--- config.mk ---
export PLATFORM = sky130hd
export DESIGN_NAME = ec11b_pin_filter
export DESIGN_NICKNAME = d
export VERILOG_FILES = /design/src/rtl/ec11b_pkg.sv /design/src/rtl/ec11b_deb_ch.sv /design/src/rtl/ec11b_pin_filter.sv
export SDC_FILE = /design/constraint.sdc
export NUM_CORES = 1
export LEC_CHECK = 0
export CAP_MARGIN = 20
export CORE_UTILIZATION = 45
export DETAILED_ROUTE_END_ITERATION = 10
export SETUP_SLACK_MARGIN = 0.5
export SYNTH_ARGS = -nofsm -noshare
export SYNTH_HDL_FRONTEND = slang
export SYNTH_HIERARCHICAL = 1
export SYNTH_SLANG_ARGS = --single-unit
--- constraint.sdc ---
create_clock -name clk_i -period 1.8 [get_ports clk_i]
set_input_delay 0.54 -clock clk_i [delete_from_list [all_inputs] [get_ports clk_i]]
set_output_delay 0.54 -clock clk_i [all_outputs]
set_load 0.02 [all_outputs]
--- src/rtl/ec11b_pkg.sv ---
// rtl/ec11b_pkg.sv - shared constants and long-press state encoding for the EC11B pin filter
package ec11b_pkg;

  localparam int unsigned CLK_HZ         = 50_000_000;
  localparam int unsigned AB_DEB_CYC_DEF = CLK_HZ / 1000;
  localparam int unsigned D_DEB_CYC_DEF  = CLK_HZ / 100;
  localparam int unsigned LONG_CYC_DEF   = CLK_HZ;

  typedef enum logic [1:0] {
    LP_IDLE  = 2'd0,
    LP_HELD  = 2'd1,
    LP_FIRED = 2'd2
  } lp_state_t;

endpackage

--- src/rtl/ec11b_deb_ch.sv ---
// rtl/ec11b_deb_ch.sv - one pin: two-flop synchroniser, debounce counter, level and edge pulses
module ec11b_deb_ch #(
  parameter int unsigned DEB_CYC = 8,
  parameter logic        RST_LVL = 1'b1
) (
  input  logic clk_i,
  input  logic rst_i,
  input  logic pin_i,
  output logic level_o,
  output logic rise_o,
  output logic fall_o
);

  localparam int unsigned   CW      = (DEB_CYC > 2) ? $clog2(DEB_CYC) : 1;
  localparam logic [CW-1:0] CNT_MAX = CW'(DEB_CYC - 1);

  logic          s1;
  logic          s2;
  logic [CW-1:0] cnt;

  always_ff @(posedge clk_i or posedge rst_i) begin
    if (rst_i) begin
      s1      <= RST_LVL;
      s2      <= RST_LVL;
      level_o <= RST_LVL;
      cnt     <= '0;
      rise_o  <= 1'b0;
      fall_o  <= 1'b0;
    end else begin
      s1     <= pin_i;
      s2     <= s1;
      rise_o <= 1'b0;
      fall_o <= 1'b0;
      // Any cycle of agreement restarts the stability window.
      if (s2 == level_o) begin
        cnt <= '0;
      end else if (cnt == CNT_MAX) begin
        level_o <= s2;
        cnt     <= '0;
        rise_o  <= s2;
        fall_o  <= ~s2;
      end else begin
        cnt <= cnt + CW'(1);
      end
    end
  end

endmodule

--- src/rtl/ec11b_pin_filter.sv ---
// rtl/ec11b_pin_filter.sv - debounces EC11B A/B/D pins and detects a long key press
module ec11b_pin_filter
  import ec11b_pkg::*;
#(
  parameter int unsigned AB_DEB_CYC = AB_DEB_CYC_DEF,
  parameter int unsigned D_DEB_CYC  = D_DEB_CYC_DEF,
  parameter int unsigned LONG_CYC   = LONG_CYC_DEF,
  parameter logic        RST_LVL    = 1'b1
) (
  input  logic clk_i,
  input  logic rst_i,
  input  logic a_pin_i,
  input  logic b_pin_i,
  input  logic d_pin_i,
  output logic a_o,
  output logic b_o,
  output logic d_o,
  output logic a_rise_o,
  output logic a_fall_o,
  output logic b_rise_o,
  output logic b_fall_o,
  output logic d_press_o,
  output logic d_release_o,
  output logic d_long_o
);

  localparam int unsigned   LW       = $clog2(LONG_CYC);
  localparam logic [LW-1:0] LONG_MAX = LW'(LONG_CYC - 1);

  logic d_rise;
  logic d_fall;

  ec11b_deb_ch #(.DEB_CYC(AB_DEB_CYC), .RST_LVL(RST_LVL)) u_deb_a (
    .clk_i(clk_i), .rst_i(rst_i), .pin_i(a_pin_i),
    .level_o(a_o), .rise_o(a_rise_o), .fall_o(a_fall_o)
  );

  ec11b_deb_ch #(.DEB_CYC(AB_DEB_CYC), .RST_LVL(RST_LVL)) u_deb_b (
    .clk_i(clk_i), .rst_i(rst_i), .pin_i(b_pin_i),
    .level_o(b_o), .rise_o(b_rise_o), .fall_o(b_fall_o)
  );

  ec11b_deb_ch #(.DEB_CYC(D_DEB_CYC), .RST_LVL(RST_LVL)) u_deb_d (
    .clk_i(clk_i), .rst_i(rst_i), .pin_i(d_pin_i),
    .level_o(d_o), .rise_o(d_rise), .fall_o(d_fall)
  );

  // Pressed means leaving the idle level, whichever polarity that is.
  assign d_press_o   = RST_LVL ? d_fall : d_rise;
  assign d_release_o = RST_LVL ? d_rise : d_fall;

  lp_state_t     state_q;
  lp_state_t     state_d;
  logic [LW-1:0] long_cnt_q;
  logic          long_fire;
  logic          cnt_inc;

  always_ff @(posedge clk_i or posedge rst_i) begin
    if (rst_i) begin
      state_q    <= LP_IDLE;
      long_cnt_q <= '0;
      d_long_o   <= 1'b0;
    end else begin
      state_q  <= state_d;
      d_long_o <= long_fire;
      // The press cycle is cycle 0, so the count is 1 on the first HELD cycle.
      if (state_d == LP_IDLE) begin
        long_cnt_q <= '0;
      end else if (state_q == LP_IDLE) begin
        long_cnt_q <= LW'(1);
      end else if (cnt_inc) begin
        long_cnt_q <= long_cnt_q + LW'(1);
      end
    end
  end

  always_comb begin
    state_d = state_q;
    case (state_q)
      LP_IDLE:  if (d_press_o) state_d = LP_HELD;
      LP_HELD: begin
        if (d_release_o)                  state_d = LP_IDLE;
        else if (long_cnt_q == LONG_MAX)  state_d = LP_FIRED;
      end
      LP_FIRED: if (d_release_o) state_d = LP_IDLE;
      default:  state_d = LP_IDLE;
    endcase
  end

  always_comb begin
    long_fire = 1'b0;
    cnt_inc   = 1'b0;
    if (state_q == LP_HELD) begin
      long_fire = !d_release_o && (long_cnt_q == LONG_MAX);
      cnt_inc   = (long_cnt_q != LONG_MAX);
    end
  end

endmodule

==> results of run 1 <==
[layout make-up]
| type | instances | area, sq um |
|---|---|---|
| Multi-Input combinational cell | 351 | 3220 |
| Tap cell | 136 | 170 |
| Fill cell | 751 | 3210 |
| Inverter | 17 | 63.8 |
| Clock inverter | 2 | 10.0 |
| Sequential cell | 95 | 2410 |
| Clock buffer | 14 | 153 |
| Timing Repair Buffer | 135 | 1170 |
[cell usage in the layout (no fill, tap or decap), drive strengths merged, types with 3 or more instances in the layout]
cell,n
a21oi,12
and3,11
and4,3
and4bb,3
buf,131
clkbuf,14
clkdlybuf4s50,4
dfrtp,86
dfstp,9
ha,4
inv,17
mux2,3
mux2i,3
nand2,29
nand2b,4
nand3,36
nand4,26
nand4b,4
nor2,67
nor2b,4
nor3,11
nor3b,7
nor4,11
nor4b,4
nor4bb,3
o211ai,12
o21ai,13
o31ai,3
o41ai,6
or4,10
xnor2,30
xor2,15
[cell families after synthesis]
kind of cell | after synthesis | share of synthesized area, %
XOR/XNOR | 45 | 8.05
buffers and inverters | 35 | 3.88
flip-flops | 95 | 48.8
AND/OR/NAND/NOR | 238 | 29.0
adder cells (fa/ha/maj) | 4 | 1.02
multiplexers | 6 | 1.30
AO/OA/AOI/OAI | 56 | 7.95
[critical path, delay by kind of cell, from the launching register on]
family / cells / cell delay [ps]
DFF: 1 / 390
and+or+nand+nor: 4 / 920
AOI/OAI and AO/OA: 1 / 170
buffers and inverters: 2 / 300
[path summary, 6_finish.rpt]
kind | endpoint | cells past startpoint | start
worst max register to register | state_q[0] | 7 | long_cnt_q[18]
max in group asynchronous | u_deb_a/level_o | 3 | rst_i
worst min register to register | u_deb_a/s2 | 0 | u_deb_a/s1
worst max-delay path | state_q[0] | 7 | long_cnt_q[18]
min in group asynchronous | u_deb_d/cnt[17] | 3 | rst_i
worst min-delay path | u_deb_a/s2 | 0 | u_deb_a/s1
[per-layer routing]
metal	wire (um)	share of wire [%]	vias up	GRT usage [%]
met5	0	0	-	0
met4	165	1.4	0	7.54
met3	264	2.2	14	3.62
met2	6150	51	52	34.7
met1	5440	45	2104	29.2
li1	-	-	1986	-
[registers in the layout, summed over array words and instances (netlist names), 2 cells and up]
register / count
u_deb_b/cnt: 16
state_q: 2
long_cnt_q: 26
u_deb_a/cnt: 16
u_deb_d/cnt: 19
[power groups by stage]
stage / Combinational (mW) / Sequential (mW) / Clock, mW
2_1_floorplan: 0.0862 / 2.23 / 0
3_3_place_gp: 0.131 / 2.23 / 0
3_5_place_dp: 0.134 / 2.23 / 0
4_1_cts: 0.162 / 2.19 / 1.31
5_1_grt: 0.233 / 2.20 / 1.40
6_report: 0.212 / 2.19 / 1.26
[repair_timing]
action / in CTS / in global routing
gates cloned: 2 / 1
buffers inserted: 33 / 30
setup endpoints to repair: 98 / 98
pin swaps: 63 / 63
hold buffers: 0 / 0
gates resized for setup: 156 / 109
[stage by stage]
| stage | cell area [sq um] | TNS (ps) |
|---|---|---|
| 6_report | 7200 | -283 |
| 3_3_place_gp | 5680 | -194 |
| 3_5_place_dp | 5680 | -554 |
| 5_1_grt | 7200 | -1300 |
| 4_1_cts | 6510 | -260 |
| 2_1_floorplan | 5120 | -23.0 |
==> flow_metrics.tcl, run 1 <==
set metrics [dict create \
    relSlewSlack_pct 70.7 \
    synthesis.nets 488 \
    final_util_pct 69.2 \
    setup_viol 8 \
    die_y_um 106 \
    grt_pass1_wl_um 19200 \
    first_pass_iters 4 \
    diodes 0 \
    failed_checks "setup timing" \
    root_buffer "clkbuf_8" \
    fin_crit_sh_pct 105 \
    synth.distinct_cells 62 \
    antenna_found_initial 0 \
    die_area_sq_mm 0.0113 \
    first_global_vias 3906 \
    die_w_um 106 \
    ys_warn_count 6 \
    cp.required_ps 2070 \
    syn_avg_cell_area_sq_um 10.2 \
    dp_cells 668 \
    route.vias.total 4156 \
    synth_edf_count 0 \
    synth_common_cells "dfrtp_1 (86), nor2_1 (67), nand3_1 (32)" \
    rows 37 \
    area_delta_synth_final_pct 47.1 \
    seqPwrFrac_pct 59.8 \
    p_sw_mw 0.873 \
    synth_flop_cell "dfrtp_1" \
    core_sq_mm 0.0104 \
    cts.sinks 95 \
    holdWs_ps 360 \
    hpwl_um 7010 \
    yosysMostFrequentCell "dfrtp_1" \
    fin_ws_ps -86.9 \
    yosysTopAreaCell "dfrtp_1" \
    ir_worst_vdd_uv 558 \
    post_synth_main_area_contributors "dfrtp_1 (44%), xnor2_1 (5.4%), nor2_1 (5.1%)" \
    grt_max_degree 30 \
    route.detailed.drc 0 \
    yosysTopAreaCellShare_pct 43.9 \
    grt-ovfl-total 0 \
    grt_util_all_layers_pct 21.5 \
    ant_nets 0 \
    r2r_slack_ps -90 \
    p_total_mw 3.66 \
    critPathMaxFanout 3 \
    syn-instance-count 479 \
    start_util_pct 47.0 \
    outcome "finished, violations left" \
    clk_pin_slew_worst_paths_ps 90 \
    fin_nets 618 \
    ys_async_sr_fraction_pct 100 \
    preCtsSetupSlack_ps -173 \
    synth_seq_cells 95 \
    cp-end-kind "flip-flop" \
    fin_worst_skew_ps 12.9 \
    pin_count 15 \
    fin_crit_ps 1890 \
    cts_tree "done" \
    syn-cell-area_sq_mm 0.00490 \
    worstMarginPinSlew_ps 439 \
    io_buffers 14 \
    switching_share_pct 23.8 \
    cts_made_buffers 9 \
    via_per_inst 5.54 \
    cpMaxStageDelayCell "dfrtp_1" \
    seq_area_frac_synth_pct 48.8 \
    max_freq_mhz 530 \
    combPwrFrac_pct 5.8 \
    critPathMaxStageDelay_ps 390 \
    worstSkewPairLatency_ps 370 \
    layout-drive-gt1-share_pct 52.3 \
    htree_levels 3 \
    crit_type "flip-flop to flip-flop" \
    maxSlewViolCount 0 \
    clockBufferDepth 2 \
    intPower_mw 2.79 \
    maxCapViolations 0 \
    critPathLaunchType "flip-flop" \
    drt_iter0_markers 185 \
    stdcell_count 750 \
    hp-class "flip-flop to flip-flop" \
    rsz0062_at_grt "true" \
    drt-wirelength-per-cell_um 16.0 \
    p_clk_share_pct 34.4 \
    cellPowerDensity_mw_per_mm2 508 \
    gp_congestion 0.824 \
    drt_wl_total_um 12000 \
    power_leakage_nw 2.92 \
    arrival_ps 2160 \
    final-hold-violation-count 0 \
    crit_chain "nor4b_2 -> buf_4 -> nand4b_1 -> nor3_4 -> buf_6 -> and2b_2 -> o21a_1" \
]
Note: power is estimated with default switching activity, not from simulation.
==> inputs of run 2 (changes only) <==
CORE_MARGIN = 2   (was default)
CORE_UTILIZATION = 49   (was 45)
PLACE_DENSITY = 0.68   (was default)
SLEW_MARGIN = 20   (was default)
==> run 2 against run 1 <==
The run still ends with setup timing left; clock skew down 3.5 ps; cell count up 0.40%; hold slack worse by 0.64 ps; fmax up 0.69%; critical endpoint unchanged; largest cell class unchanged.
==> flow_metrics.tcl, run 2 (synthesis gave the netlist of run 1 again) <==
set metrics [dict create \
    die_w_um 104 \
    largest_reg_flops 26 \
    hpwl_um 6970 \
    layout-drive-gt1-share_pct 52.6 \
    cts_tree "done" \
    top_register "long_cnt_q" \
    arrival_ps 2140 \
    min_from "u_deb_b/s1" \
    maxCapViolations 0 \
    cts.sinks 95 \
    failed_checks "setup timing" \
    setup_viol 13 \
    fin_worst_skew_ps 9.43 \
    multiInputGateArea_sq_mm 0.00330 \
    critPathMaxFanout 6 \
    cp.required_ps 2070 \
    clk_pin_slew_worst_paths_ps 90 \
    route.vias.total 4281 \
    antenna_found_initial 0 \
    hold_end "u_deb_b/s2" \
    power_leakage_nw 2.98 \
    grt_pass1_wl_um 19900 \
    drt-wirelength-per-cell_um 17.3 \
    regArea_sq_mm 0.00241 \
    worst_hold_path.num_cells 0 \
    fin_ws_ps -73.9 \
    fillers 613 \
    grt_util_all_layers_pct 22.4 \
    top_layer_used "met4" \
    wl_met1_um 5370 \
    drt_wl_total_um 13000 \
    cp-end-kind "flip-flop" \
    area_delta_synth_final_pct 51.3 \
    layout_common_cells "buf_4 (96), dfrtp_1 (65), nor2_4 (37), buf_6 (37), xnor2_1 (27)" \
    worstSkewPairLatency_ps 370 \
    maxSlewViolCount 0 \
    clockBufferDepth 2 \
    r2r-start "long_cnt_q[18]" \
    diodes 0 \
    setup_tns_ps -327 \
    dp_cells 666 \
    critPathLaunchType "flip-flop" \
    worstMarginPinSlew_ps 353 \
    r2r_cells 6 \
    max_freq_mhz 534 \
    hp-class "flip-flop to flip-flop" \
    r2r_slack_ps -70 \
    fin_crit_sh_pct 104 \
    ir_worst_vdd_uv 629 \
    fin_nets 624 \
    htree_levels 3 \
    grt-ovfl-total 0 \
    die_y_um 104 \
    grt_max_degree 30 \
    core_sq_mm 0.00973 \
    start_util_pct 50.3 \
    gp_congestion 0.869 \
    cellPowerDensity_mw_per_mm2 533 \
    reg.largest.list "long_cnt_q x26, u_deb_d/cnt x19" \
    layout_commonest_cell "buf_4" \
    die_area_sq_mm 0.0108 \
    rsz0062_at_grt "true" \
    root_buffer "clkbuf_8" \
    first_global_vias 4210 \
    rows 36 \
    dr_wl_met2_um 6860 \
    drt_iter0_markers 156 \
    final-hold-violation-count 0 \
    route.detailed.drc 0 \
    wl_met3_um 508 \
    pin_count 15 \
    io_buffers 14 \
    first_pass_iters 6 \
    fin_crit_ps 1870 \
    stdcell_count 753 \
    outcome "finished, violations left" \
    via_per_inst 5.69 \
    ant_nets 0 \
    cts_made_buffers 9 \
    crit_type "flip-flop to flip-flop" \
    relSlewSlack_pct 76.3 \
    r2r-end "state_q[0]" \
]
==> run 2: cell types whose count changed in the layout (fill, tap and decap cells not counted), moves of 3 or more <==
cell / before / now
nor2_4: 26 / 37
nor2_2: 16 / 8
buf_12: 1 / 4
nor2_1: 25 / 22
==> run 2: final cells by class <==
class | count | share of cell area [%]
clock inverter | 4 | 0.946
multi-input combinational | 351 | 44.5
clock buffer | 12 | 1.82
timing repair buffer | 141 | 17.0
inverter | 17 | 0.861
tap | 133 | 2.25
sequential | 95 | 32.6
==> run 2: worst max-delay path, stage by stage, from the launching register on <==
cell and delay [ps]:
dfrtp_1 420, nor4b_4 270, buf_4 150, nand4b_1 200
nor3_4 310, and2b_2 250, o21a_1 160
==> run 2: metal layers <==
metal / GRT usage, % / vias to the layer above
li1: - / 2004
met1: 29.1 / 2140
met2: 37.5 / 109
met3: 4.32 / 28
met4: 7.92 / 0
met5: 0 / -
==> run 2: what timing repair did <==
| action | in CTS | in global routing |
|---|---|---|
| gates resized for setup | 182 | 102 |
| setup buffers | 44 | 25 |
| hold endpoints to repair | 0 | 0 |
| hold buffers | 0 | 0 |
| cloned | 1 | 1 |
| pin swaps | 67 | 52 |
| setup endpoints to repair | 98 | 98 |
==> run 2: worst max path at each step <==
| stage | startpoint | to | slack, ps | cells past startpoint |
|---|---|---|---|---|
| floorplan | long_cnt_q[12] | state_q[0] | -20 | 5 |
| global placement | long_cnt_q[18] | state_q[0] | -40 | 6 |
| detailed placement | long_cnt_q[9] | long_cnt_q[16] | -80 | 7 |
| CTS | long_cnt_q[18] | state_q[0] | -50 | 6 |
| global route | long_cnt_q[18] | state_q[0] | -180 | 6 |
| finish | long_cnt_q[18] | state_q[0] | -70 | 6 |
==> run 2: power by group <==
| group | switching, mW | leakage (nW) | internal [mW] |
|---|---|---|---|
| Combinational | 0.131 | 1.62 | 0.0927 |
| Sequential | 0.0327 | 1.25 | 2.16 |
| Clock | 0.747 | 0.104 | 0.781 |
| Total | 0.910 | 2.98 | 3.04 |
==> run 2: metrics by stage <==
stage          total power, mW  instance area, sq um  setup WS [ps]  utilization, %  hold slack (ps)
2_1_floorplan             2.31                  5120          -23.0               -              345
3_3_place_gp              2.35                  5700          -42.0            58.6              346
3_5_place_dp              2.36                  5700          -82.8            58.6              347
4_1_cts                   3.90                  6750          -48.7            69.4              360
5_1_grt                   4.11                  7410           -177            76.1              363
6_report                  3.95                  7410          -73.9            76.1              360
==> inputs of run 3 (changes only) <==
SKIP_CTS_REPAIR_TIMING = 1   (was default)
==> run 3 against run 2 <==
The flow still finishes with violations (setup timing); critical path type unchanged; worst setup slack lost 21 ps; critical endpoint is now long_cnt_q[16]; first-iteration DRC count shrank 13%; design area shrank 7.1%; sequential share of layout area grew 2.5 points; largest power group unchanged.
==> flow_metrics.tcl, run 3 (synthesis gave the netlist of run 1 again) <==
set metrics [dict create \
    first_pass_iters 4 \
    failed_checks "setup timing" \
    fin_crit_sh_pct 105 \
    final-hold-violation-count 0 \
    crit_top_cell "buf_4" \
    hpwl_um 6970 \
    top_register "long_cnt_q" \
    grt-ovfl-total 0 \
    die_w_um 104 \
    met1_usage_pct 26.4 \
    cts.sinks 95 \
    core_sq_mm 0.00973 \
    area_delta_synth_final_pct 40.5 \
    cp-end-kind "flip-flop" \
    layout_commonest_cell "buf_4" \
    dp_cells 666 \
    arrival_ps 2170 \
    maxCapViolations 0 \
    start_util_pct 50.3 \
    worst_hold_path.num_cells 0 \
    relSlewSlack_pct 72.1 \
    reg.largest.list "long_cnt_q x26, u_deb_d/cnt x19" \
    first_global_vias 3802 \
    diodes 0 \
    design_area_sq_mm 0.00688 \
    largest_reg_flops 26 \
    rows 36 \
    drt-wirelength-per-cell_um 16.2 \
    drt_wl_total_um 11500 \
    io_buffers 14 \
    cp.required_ps 2070 \
    grt_max_degree 30 \
    die_area_sq_mm 0.0108 \
    root_buffer "clkbuf_8" \
    die_y_um 104 \
    setup_tns_ps -503 \
    clockBufferDepth 2 \
    ant_nets 0 \
    worstMarginPinSlew_ps 418 \
    route.detailed.drc 0 \
    rsz0062_at_grt "true" \
    final_util_pct 70.7 \
    r2r_cells 8 \
    stdcell_count 712 \
    layout-drive-gt1-share_pct 47.7 \
    grtUsageMet2_pct 32.1 \
    preCtsSetupSlack_ps -82.8 \
    ir_worst_vdd_uv 692 \
    route.vias.total 4040 \
    fin_ws_ps -95.3 \
    cellPowerDensity_mw_per_mm2 565 \
    htree_levels 3 \
    crit_type "flip-flop to flip-flop" \
    path_depth 8 \
    place_area_sq_mm 0.00570 \
    critPathMaxFanout 6 \
    grt.busiest_layer "met2" \
    max_freq_mhz 528 \
    fin_nets 583 \
    fin_worst_skew_ps 10.8 \
    critPathMaxStageDelay_ps 400 \
    grt_util_all_layers_pct 19.6 \
    critPathLaunchType "flip-flop" \
    cp_top_family "buffers and inverters" \
    setup_viol 11 \
    outcome "finished, violations left" \
    layout_common_cells "buf_4 (69), dfrtp_1 (65), nor2_4 (30), xnor2_1 (30), nor2_1 (25)" \
    grt_pass1_wl_um 17600 \
    grt_use_met3_pct 3.13 \
    cts_made_buffers 9 \
    power_leakage_nw 2.70 \
    via_per_inst 5.67 \
    worstSkewPairLatency_ps 360 \
    drt_iter0_markers 136 \
    hp-class "flip-flop to flip-flop" \
    cts_tree "done" \
    pin_count 15 \
    maxSlewViolCount 0 \
    gp_congestion 0.869 \
    antenna_found_initial 0 \
    clk_pin_slew_worst_paths_ps 90 \
    crit_buf_inv 3 \
    crit_chain "nor4b_2 -> buf_4 -> nand4b_1 -> buf_4 -> o211ai_1 -> buf_4 -> o211ai_1 -> o41ai_2" \
    cpMaxStageDelayCell "dfrtp_1" \
    fin_crit_ps 1900 \
]
run 3: changes by cell type in the layout (fill, tap and decap cells not counted), sizes merged:
cell / delta
buf: -42
and3: +1
run 3: final cells by class:
type / instances / area, sq um
tap: 133 / 166
clock buffer: 12 / 135
sequential: 95 / 2410
timing repair buffer: 99 / 877
inverter: 17 / 63.8
clock inverter: 4 / 70.1
multi-input combinational: 352 / 3150
fill: 700 / 2850
run 3: path summary, 6_finish.rpt:
kind                                from  slack, ps         endpoint
max                        long_cnt_q[7]       -100   long_cnt_q[16]
min                           u_deb_d/s1        360       u_deb_d/s2
max reg2reg                long_cnt_q[7]       -100   long_cnt_q[16]
min reg2reg                   u_deb_d/s1        360       u_deb_d/s2
max in group asynchronous          rst_i        890       u_deb_d/s1
min in group asynchronous          rst_i        590  u_deb_b/cnt[14]
run 3: per-stage QoR:
| step | hold slack, ps | power, mW |
|---|---|---|
| after global placement | 346 | 2.35 |
| after detailed placement | 347 | 2.36 |
| after CTS | 360 | 3.86 |
| after global routing | 362 | 4.05 |
| final | 360 | 3.89 |
| after floorplan | 345 | 2.31 |
run 3: where the power goes:
| part | switching [mW] | total [mW] | leakage [nW] | internal [mW] |
|---|---|---|---|---|
| clock | 0.724 | 1.51 | 0.104 | 0.781 |
| sequential | 0.0327 | 2.20 | 1.25 | 2.16 |
| combinational | 0.116 | 0.191 | 1.34 | 0.0749 |
run 3: worst reg2reg max path, stage by stage (launching register included):
cell and delay [ps]:
dfrtp_1 400, nor4b_2 280, buf_4 150, nand4b_1 210, buf_4 220, o211ai_1 180
buf_4 190, o211ai_1 100, o41ai_2 60
run 3: routing by layer:
| layer | part of all wire (%) | vias up |
|---|---|---|
| met5 | 0 | - |
| met4 | 1.6 | 0 |
| met3 | 3.5 | 18 |
| met2 | 50 | 75 |
| li1 | - | 1917 |
| met1 | 44 | 2030 |
